===== src/rtl/uart_rx_pkg.sv =====
// Shared types and reset defaults for the UART receive control block.
package uart_rx_pkg;

   typedef enum logic {
      ST_IDLE = 1'b0,
      ST_BUSY = 1'b1
   } rx_state_t;

   localparam int ENTRY_W      = 10;
   localparam int CNT_W        = 10;
   localparam int DEF_PRESCALE = 8;
   localparam int DEF_PAR_EN   = 1;
   localparam int DEF_PAR_TYP  = 0;

endpackage


===== src/rtl/rx_frame_fifo.sv =====
// First-word-fall-through frame FIFO with registered head, occupancy count
// and a drop indication for pushes that find the FIFO full without a pop.
module rx_frame_fifo
   import uart_rx_pkg::*;
#(
   parameter int DEPTH = 4,
   parameter int W     = ENTRY_W
) (
   input  logic                   clk,
   input  logic                   rst,
   input  logic                   push,
   input  logic                   pop,
   input  logic [W-1:0]           din,
   output logic [W-1:0]           dout,
   output logic                   valid,
   output logic [$clog2(DEPTH):0] cnt,
   output logic                   drop
);

   localparam int AW = $clog2(DEPTH);

   logic [W-1:0]  mem [DEPTH];
   logic [AW-1:0] wr_ptr;
   logic [AW-1:0] rd_ptr;
   logic [AW-1:0] rd_ptr_inc;
   logic          empty;
   logic          full;
   logic          do_push;
   logic          do_pop;
   logic [AW:0]   cnt_nxt;
   logic [W-1:0]  head_nxt;

   assign empty      = (cnt == '0);
   assign full       = (cnt == (AW+1)'(DEPTH));
   assign do_pop     = pop && !empty;
   assign do_push    = push && (!full || do_pop);
   assign drop       = push && full && !pop;
   assign rd_ptr_inc = rd_ptr + AW'(1);

   // The head is kept in its own register so rd_* come straight from flops.
   always_comb begin
      cnt_nxt  = cnt;
      head_nxt = dout;
      if (do_push && !do_pop) begin
         cnt_nxt = cnt + (AW+1)'(1);
      end else if (!do_push && do_pop) begin
         cnt_nxt = cnt - (AW+1)'(1);
      end
      if (cnt_nxt == '0) begin
         head_nxt = '0;
      end else if (do_pop) begin
         head_nxt = (cnt == (AW+1)'(1)) ? din : mem[rd_ptr_inc];
      end else if (empty) begin
         head_nxt = din;
      end
   end

   always_ff @(posedge clk) begin
      if (do_push) begin
         mem[wr_ptr] <= din;
      end
   end

   always_ff @(posedge clk or posedge rst) begin
      if (rst) begin
         wr_ptr <= '0;
         rd_ptr <= '0;
         cnt    <= '0;
         valid  <= 1'b0;
         dout   <= '0;
      end else begin
         if (do_push) wr_ptr <= wr_ptr + AW'(1);
         if (do_pop)  rd_ptr <= rd_ptr_inc;
         cnt   <= cnt_nxt;
         valid <= (cnt_nxt != '0);
         dout  <= head_nxt;
      end
   end

endmodule


===== src/rtl/uart_rx_ctrl.sv =====
// UART receive control: frame activity FSM with timeout, glitch-free
// configuration update between frames, and buffering of completed frames.
//
//   state   | meaning
//   --------+------------------------------------------------------------
//   ST_IDLE | line idle; pending configuration may be applied
//   ST_BUSY | frame in progress; timer running, configuration frozen
module uart_rx_ctrl
   import uart_rx_pkg::*;
#(
   parameter int DEPTH        = 4,
   parameter int RST_PRESCALE = DEF_PRESCALE,
   parameter int RST_PAR_EN   = DEF_PAR_EN,
   parameter int RST_PAR_TYP  = DEF_PAR_TYP,
   parameter int FRAME_BITS   = 12
) (
   input  logic                   clk,
   input  logic                   rst,
   input  logic                   RX_IN,
   input  logic                   cfg_wr,
   input  logic [5:0]             cfg_prescale,
   input  logic                   cfg_par_en,
   input  logic                   cfg_par_typ,
   output logic [5:0]             prescale,
   output logic                   PAR_EN,
   output logic                   PAR_TYP,
   output logic                   cfg_pending,
   input  logic [7:0]             P_DATA,
   input  logic                   data_valid,
   input  logic                   stop_err,
   input  logic                   parity_err,
   input  logic                   rd_en,
   output logic [7:0]             rd_data,
   output logic                   rd_stop_err,
   output logic                   rd_par_err,
   output logic                   rd_valid,
   output logic [$clog2(DEPTH):0] fifo_cnt,
   output logic                   overrun,
   input  logic                   ovr_clr,
   output logic                   busy,
   output logic                   timeout
);

   rx_state_t          state;
   rx_state_t          state_nxt;
   logic               rx_q;
   logic               stop_q;
   logic               par_q;
   logic               start_det;
   logic               frame_done;
   logic               apply;
   logic [CNT_W-1:0]   tmr;
   logic [CNT_W-1:0]   tmr_nxt;
   logic [CNT_W-1:0]   tmr_lim;
   logic               timeout_nxt;
   logic [5:0]         eff_pre;
   logic [5:0]         sh_prescale;
   logic               sh_par_en;
   logic               sh_par_typ;
   logic [ENTRY_W-1:0] fifo_head;
   logic               fifo_drop;

   assign start_det  = rx_q & ~RX_IN;
   assign frame_done = data_valid | (stop_err & ~stop_q) | (parity_err & ~par_q);
   assign eff_pre    = (prescale == 6'd0) ? 6'd1 : prescale;
   assign tmr_lim    = CNT_W'(int'(eff_pre) * FRAME_BITS - 1);
   assign apply      = (state == ST_IDLE) && cfg_pending && !start_det;
   assign busy       = (state == ST_BUSY);

   always_comb begin
      state_nxt   = state;
      tmr_nxt     = tmr;
      timeout_nxt = 1'b0;
      case (state)
         ST_IDLE: begin
            if (start_det) begin
               state_nxt = ST_BUSY;
               tmr_nxt   = '0;
            end
         end
         ST_BUSY: begin
            tmr_nxt = tmr + CNT_W'(1);
            // A frame ending on the limit cycle is a normal end, not a timeout.
            if (frame_done) begin
               state_nxt = ST_IDLE;
            end else if (tmr == tmr_lim) begin
               state_nxt   = ST_IDLE;
               timeout_nxt = 1'b1;
            end
         end
         default: state_nxt = ST_IDLE;
      endcase
   end

   always_ff @(posedge clk or posedge rst) begin
      if (rst) begin
         state   <= ST_IDLE;
         tmr     <= '0;
         timeout <= 1'b0;
         rx_q    <= 1'b1;
         stop_q  <= 1'b0;
         par_q   <= 1'b0;
      end else begin
         state   <= state_nxt;
         tmr     <= tmr_nxt;
         timeout <= timeout_nxt;
         rx_q    <= RX_IN;
         stop_q  <= stop_err;
         par_q   <= parity_err;
      end
   end

   // The apply uses the shadow as it stood before any same-cycle write.
   always_ff @(posedge clk or posedge rst) begin
      if (rst) begin
         sh_prescale <= 6'(RST_PRESCALE);
         sh_par_en   <= 1'(RST_PAR_EN);
         sh_par_typ  <= 1'(RST_PAR_TYP);
         prescale    <= 6'(RST_PRESCALE);
         PAR_EN      <= 1'(RST_PAR_EN);
         PAR_TYP     <= 1'(RST_PAR_TYP);
         cfg_pending <= 1'b0;
      end else begin
         if (cfg_wr) begin
            sh_prescale <= cfg_prescale;
            sh_par_en   <= cfg_par_en;
            sh_par_typ  <= cfg_par_typ;
         end
         if (apply) begin
            prescale <= sh_prescale;
            PAR_EN   <= sh_par_en;
            PAR_TYP  <= sh_par_typ;
         end
         if (cfg_wr) begin
            cfg_pending <= 1'b1;
         end else if (apply) begin
            cfg_pending <= 1'b0;
         end
      end
   end

   always_ff @(posedge clk or posedge rst) begin
      if (rst) begin
         overrun <= 1'b0;
      end else if (fifo_drop) begin
         overrun <= 1'b1;
      end else if (ovr_clr) begin
         overrun <= 1'b0;
      end
   end

   rx_frame_fifo #(
      .DEPTH (DEPTH),
      .W     (ENTRY_W)
   ) u_fifo (
      .clk   (clk),
      .rst   (rst),
      .push  (frame_done),
      .pop   (rd_en),
      .din   ({parity_err, stop_err, P_DATA}),
      .dout  (fifo_head),
      .valid (rd_valid),
      .cnt   (fifo_cnt),
      .drop  (fifo_drop)
   );

   assign rd_data     = fifo_head[7:0];
   assign rd_stop_err = fifo_head[8];
   assign rd_par_err  = fifo_head[9];

endmodule


===== config.mk =====
export PLATFORM = sky130hd
export DESIGN_NAME = uart_rx_ctrl
export DESIGN_NICKNAME = d
export VERILOG_FILES = /design/src/rtl/uart_rx_pkg.sv /design/src/rtl/rx_frame_fifo.sv /design/src/rtl/uart_rx_ctrl.sv
export SDC_FILE = /design/constraint.sdc
export NUM_CORES = 1
export LEC_CHECK = 0
export CORE_AREA = 2 2 98 100
export CTS_CLUSTER_SIZE = 16
export DETAILED_ROUTE_END_ITERATION = 7
export DIE_AREA = 0 0 100 102
export PLACE_DENSITY = 0.71
export RECOVER_POWER = 100
export REMOVE_ABC_BUFFERS = 1
export SLEW_MARGIN = 5
export SYNTH_ARGS = -nofsm -noshare
export SYNTH_HDL_FRONTEND = slang
export SYNTH_SLANG_ARGS = --single-unit

===== constraint.sdc =====
create_clock -name clk -period 3.1 [get_ports clk]
set_input_delay 0.62 -clock clk [delete_from_list [all_inputs] [get_ports clk]]
set_output_delay 0.62 -clock clk [all_outputs]
set_load 0.05 [all_outputs]

==> flow_summary.json, run 1 <==
{
  "status": "finished clean",
  "worstPathArrival_ns": 3.12,
  "drtAntennaViolNets": 0,
  "setup_viol": 0,
  "ys_seq_elements": 91,
  "first_global_vias": 2833,
  "grt_max_degree": 26,
  "multiInputGateArea_mm2": 0.00180,
  "p_int_w": 0.00294,
  "grt_pass1_wl_mm": 14.3,
  "timing.final.crit_period_ns": 2.84,
  "ir_drop_uv": 471,
  "slew-limit-headroom_pct": 36.6,
  "power_frac_seq_pct": 38.4,
  "maxSlewViolCount": 0,
  "synth_cells": 328,
  "via_count": 2792,
  "clk_pin_slew_ns": 0.10,
  "grt_overflow": 0,
  "synth_edf_count": 40,
  "seq_area_mm2": 0.00248,
  "drv_cap": 0,
  "r2r-start": "prescale[3]",
  "endpoint_kind": "flop",
  "min_from": "u_fifo.dout[2]",
  "synthTopCellsByCount": "dfrtp_1 (46), edfxtp_1 (40), nand2_1 (30), ha_1 (17), mux2_2 (17)",
  "hold_class": "flop to flop",
  "synth_top_area_share_pct": 27.0,
  "fp.dieH_um": 102,
  "die_x_um": 100,
  "hold_end": "u_fifo.dout[2]",
  "worstMarginPinSlew_ns": 0.950,
  "ys_warn_count": 0,
  "async_flop_share_pct": 56.0,
  "synth_top_area_cell": "edfxtp_1",
  "remaining_drc_errors": 0,
  "nNetsFinal": 432,
  "wl_mm": 8.63,
  "cts_hold_buffers": 0,
  "dp_hpwl_mm": 6.06,
  "post_cts_buffers": 0,
  "criticalPathCategory": "flop to flop",
  "top_usage_layer": "met2",
  "gp_congestion": 0.818,
  "cts_tree": "yes",
  "r2r_setup_slack_ns": 0.26,
  "grt_usage_pct": 18.4,
  "fin_setup_tns_ns": 0,
  "clockBufferDepth": 2,
  "antenna_found_initial": 0,
  "rsz0062_at_grt": "no",
  "vias_per_cell": 5.52,
  "switching_share_pct": 39.7,
  "critPathLaunchType": "flop",
  "leakagePower_nw": 2.11,
  "rows": 35,
  "met2_usage_pct": 28.1,
  "met3_usage_pct": 3.63,
  "cts_root_buf": "clkbuf_8",
  "netlist_top_cells_area": "edfxtp_1 (27%), dfrtp_1 (26%), mux4_2 (5.1%), ha_1 (4.8%), mux2_2 (4.3%)",
  "met1_usage_pct": 26.7,
  "powerDensity_mw_per_mm2": 927,
  "routedWlPerCell_um": 17.1,
  "fp.coreArea_mm2": 0.00911,
  "hold_viol": 0,
  "crit_fanout": 5,
  "clkLatencyLatePin_ns": 0.36,
  "drt_iter0_drc": 151,
  "synth.avg_cell_area_um2": 13.6,
  "io_pins": 51,
  "synth_ff_type": "dfrtp_1",
  "max_freq_mhz": 352,
  "diodes": 0,
  "fin_worst_skew_ns": 0.0121,
  "ff2ff_path_depth": 11,
  "cp.required_ns": 3.38,
  "pwr-share-clk_pct": 18.5,
  "layout-drive-gt1-share_pct": 16.5,
  "yosysUniqueCellTypes": 64,
  "hold_depth": 1,
  "initial_utilization_pct": 48.8,
  "nFillCells": 774,
  "fin_util_pct": 57.7,
  "syn_to_final_growth_pct": 18.2,
  "timing.final.crit_share_pct": 91.6,
  "htree_levels": 3,
  "first_pass_iters": 6,
  "yosysMostFrequentCell": "dfrtp_1",
  "seq_area_frac_synth_pct": 55.9,
  "cts_num_sinks": 91,
  "cts_resized": 0,
  "reg2reg_to": "timeout",
  "cts_buffers": 9,
  "combPwrFrac_pct": 43.1,
  "io_buffers": 50,
  "die-area_mm2": 0.0102,
  "netlist_area_mm2": 0.00445,
  "p_sw_w": 0.00194
}
[metrics by stage]
| step | hold slack [ns] | cells | cell area, um^2 | setup WS [ns] | total power (W) |
|---|---|---|---|---|---|
| floorplan | 0.477 | 318 | 4390 | 0.260 | 0.00349 |
| global placement | 0.486 | 490 | 5110 | 0.155 | 0.00411 |
| detailed placement | 0.492 | 490 | 5110 | 0.0379 | 0.00417 |
| CTS | 0.512 | 506 | 5330 | 0.232 | 0.00508 |
| global route | 0.523 | 506 | 5260 | 0.0573 | 0.00518 |
| finish | 0.505 | 506 | 5260 | 0.262 | 0.00487 |
[power groups by stage]
stage                     logic [W]  registers [W]  clock network, W
final                       0.00210        0.00187          0.000902
after global routing        0.00229        0.00192          0.000975
after CTS                   0.00228        0.00188          0.000922
after detailed placement    0.00227        0.00191                 0
after global placement      0.00221        0.00190                 0
after floorplan             0.00124        0.00225                 0
[state kept, by name, indices dropped and copies added (netlist names), 2 cells and up]
| register | count |
|---|---|
| u_fifo.mem | 40 |
| tmr | 10 |
| u_fifo.dout | 10 |
| prescale | 6 |
| sh_prescale | 6 |
| u_fifo.cnt | 3 |
| u_fifo.rd_ptr | 2 |
| u_fifo.wr_ptr | 2 |
[critical path, stage by stage, from the launching register on]
cell,delay [ns]
dfstp_2,0.58
inv_1,0.05
ha_1,0.18
and3b_2,0.23
nor2_1,0.18
ha_1,0.30
nor4_4,0.25
o211ai_2,0.14
nor3_1,0.22
xnor2_1,0.10
nor4b_2,0.27
and4_1,0.27
[worst max path at each step]
stage | start | end | slack (ns)
after floorplan | prescale[2] | timeout | 0.26
after global placement | stop_err | u_fifo.dout[4] | 0.16
after detailed placement | stop_err | u_fifo.dout[6] | 0.04
after CTS | prescale[3] | timeout | 0.23
after global routing | prescale[3] | timeout | 0.06
final | prescale[3] | timeout | 0.26
[cells in the final DEF, fill, tap and decap left out, types with 11 or more instances in the layout]
cell	count
clkdlybuf4s50_1	11
o21ai_0	14
nand3_1	13
nand2_1	30
dfrtp_1	46
ha_1	17
xnor2_1	12
inv_1	14
edfxtp_1	40
dlygate4sd3_1	39
mux2_2	17
[per-layer routing]
layer / up-vias / routed length (um)
met2: 72 / 4000
met4: 0 / 114
li1: 1321 / -
met1: 1387 / 4200
met5: - / 0
met3: 12 / 320
[kinds of logic after synthesis]
family / after synthesis / share of synthesized area [%]
fa+ha+maj: 17 / 4.78
simple gates: 84 / 10.9
compound gates: 52 / 8.61
flops: 91 / 55.9
buf+inv: 26 / 2.67
mux: 39 / 13.2
xor+xnor: 19 / 3.91
[layout make-up]
type	instances	share of cell area [%]
clock buffer	10	2.43
clock inverter	6	1.81
inverter	16	1.14
multi-input combinational	211	34.3
sequential	91	47.2
tap	111	2.64
timing repair buffer	61	10.4
No activity file was read; power rests on OpenSTA's default activity.
==> run 2: changes to the inputs <==
--- a/config.mk
+++ b/config.mk
@@ -8,5 +8,6 @@
 export CORE_AREA = 2 2 98 100
-export CTS_CLUSTER_SIZE = 16
+export CTS_CLUSTER_SIZE = 28
 export DETAILED_ROUTE_END_ITERATION = 7
 export DIE_AREA = 0 0 100 102
+export MAX_ROUTING_LAYER = met4
 export PLACE_DENSITY = 0.71
--- a/constraint.sdc
+++ b/constraint.sdc
@@ -3,2 +3,2 @@
 set_output_delay 0.62 -clock clk [all_outputs]
-set_load 0.05 [all_outputs]
+set_load 0.02 [all_outputs]
==> run 2 against run 1 <==
- sequential power hardly changed
- clock-buffer cell count is the same
- largest cell class unchanged
- hold slack lost 0.0012 ns
==> flow_summary.json, run 2 (same netlist as run 1, synthesis figures left out) <==
{
  "status": "finished clean",
  "powerDensity_mw_per_mm2": 874,
  "io_pins": 51,
  "cpPeakStageDelay_ns": 0.58,
  "crit_cells": 11,
  "crit_start": "prescale[3]",
  "leakagePower_nw": 2.11,
  "layout_common_cells": "dfrtp_1 (46), edfxtp_1 (40), dlygate4sd3_1 (39)",
  "crit_top_cell": "ha_1",
  "fp.dieH_um": 102,
  "ff2ff_path_depth": 11,
  "largest-register": "u_fifo.mem",
  "cts_num_sinks": 91,
  "drtAntennaViolNets": 0,
  "fin_setup_tns_ns": 0,
  "layout-drive-gt1-share_pct": 16.5,
  "cp.required_ns": 3.39,
  "vias_per_cell": 5.51,
  "hold_viol": 0,
  "post_cts_buffers": 0,
  "fin_util_pct": 57.7,
  "rows": 35,
  "largest_reg_flops": 40,
  "grt_max_degree": 26,
  "die-area_mm2": 0.0102,
  "first_pass_iters": 4,
  "cts_hold_buffers": 0,
  "pre_cts_slack_ns": 0.0379,
  "slowest_stage": "dfstp_2",
  "clockBufferDepth": 2,
  "remaining_drc_errors": 0,
  "critPathLaunchType": "flop",
  "diodes": 0,
  "die_x_um": 100,
  "worstPathCellList": "inv_1 -> ha_1 -> and3b_2 -> nor2_1 -> ha_1 -> nor4_4 -> o211ai_2 -> nor3_1 -> xnor2_1 -> nor4b_2 -> and4_1",
  "r2r_setup_slack_ns": 0.26,
  "rsz0062_at_grt": "no",
  "dp_hpwl_mm": 6.06,
  "reg.largest.list": "u_fifo.mem: 40 flops, tmr: 10 flops, u_fifo.dout: 10 flops",
  "grt_pass1_wl_mm": 14.3,
  "cts_buffers": 9,
  "endpoint_kind": "flop",
  "io_buffers": 50,
  "worstMarginPinSlew_ns": 0.941,
  "cts_tree": "yes",
  "slew-limit-headroom_pct": 37.2,
  "hold_class": "flop to flop",
  "grt_overflow": 0,
  "timing.final.crit_share_pct": 91.6,
  "drt_iter0_drc": 159,
  "initial_utilization_pct": 48.8,
  "ir_drop_uv": 402,
  "cts_resized": 0,
  "clk_pin_slew_ns": 0.09,
  "fin_worst_skew_ns": 0.0128,
  "criticalPathCategory": "flop to flop",
  "antenna_found_initial": 0,
  "drv_cap": 0,
  "routedWlPerCell_um": 17.1,
  "reg2reg_to": "timeout",
  "layout_commonest_cell": "dfrtp_1",
  "gp_congestion": 0.830,
  "nNetsFinal": 432,
  "crit_fanout": 5,
  "htree_levels": 3,
  "r2r-start": "prescale[3]",
  "via_count": 2787,
  "fp.coreArea_mm2": 0.00911,
  "grt_usage_pct": 19.0,
  "timing.final.crit_period_ns": 2.84,
  "wl_mm": 8.63,
  "cp-endpoint": "timeout",
  "layout_setup_ws_ns": 0.261,
  "cts_root_buf": "clkbuf_8",
  "syn_to_final_growth_pct": 18.2,
  "worstPathArrival_ns": 3.13,
  "crit_buf_inv": 1,
  "maxSlewViolCount": 0,
  "setup_viol": 0,
  "clkLatencyLatePin_ns": 0.36,
  "critPathTopFamily": "simple AND/OR/NAND/NOR gates",
  "first_global_vias": 2830,
  "max_freq_mhz": 352
}
[run 2: cell counts in the layout (fill, tap and decap cells not counted)]
Identical to the previous run, type by type.
[run 2: worst reg2reg max path, stage by stage (launching register included)]
cell and delay, ns:
dfstp_2 0.58, inv_1 0.05, ha_1 0.18, and3b_2 0.23, nor2_1 0.19, ha_1 0.30
nor4_4 0.25, o211ai_2 0.14, nor3_1 0.22, xnor2_1 0.10, nor4b_2 0.26, and4_1 0.27
[run 2: worst min-delay path by stage]
stage	from	end	slack, ns	cells past startpoint
2_1_floorplan	tmr[9]	tmr[9]	0.48	1
3_3_place_gp	sh_par_typ	sh_par_typ	0.49	1
3_5_place_dp	sh_prescale[2]	prescale[2]	0.49	1
4_1_cts	sh_par_typ	PAR_TYP	0.51	1
5_1_grt	sh_par_typ	PAR_TYP	0.52	1
6_report	u_fifo.dout[2]	u_fifo.dout[2]	0.50	1
[run 2: cell type report]
class	count	area, um^2
Sequential cell	91	2480
Multi-Input combinational cell	211	1800
Tap cell	111	139
Timing Repair Buffer	61	549
Fill cell	774	3850
Clock inverter	6	95.1
Inverter	16	60.1
Clock buffer	10	128
[run 2: power by group]
group          switching (W)  internal, W  total (W)
registers           0.000262      0.00161    0.00187
clock network       0.000443     0.000464   0.000907
logic               0.000953     0.000867    0.00182
total                0.00166      0.00294    0.00460
[run 2: through the flow]
step,power (W),cells,hold WS (ns),instance area (um^2)
CTS,0.00480,506,0.512,5330
detailed placement,0.00389,490,0.492,5110
global route,0.00490,506,0.521,5260
floorplan,0.00321,318,0.477,4390
global placement,0.00383,490,0.486,5110
finish,0.00460,506,0.504,5260
[run 2: routing by layer]
metal / vias up / GRT usage, % / wire length, um
li1: 1319 / - / -
met1: 1393 / 27.0 / 4240
met2: 63 / 28.0 / 3970
met3: 12 / 2.67 / 288
met4: 0 / 7.06 / 136
met5: - / - / 0
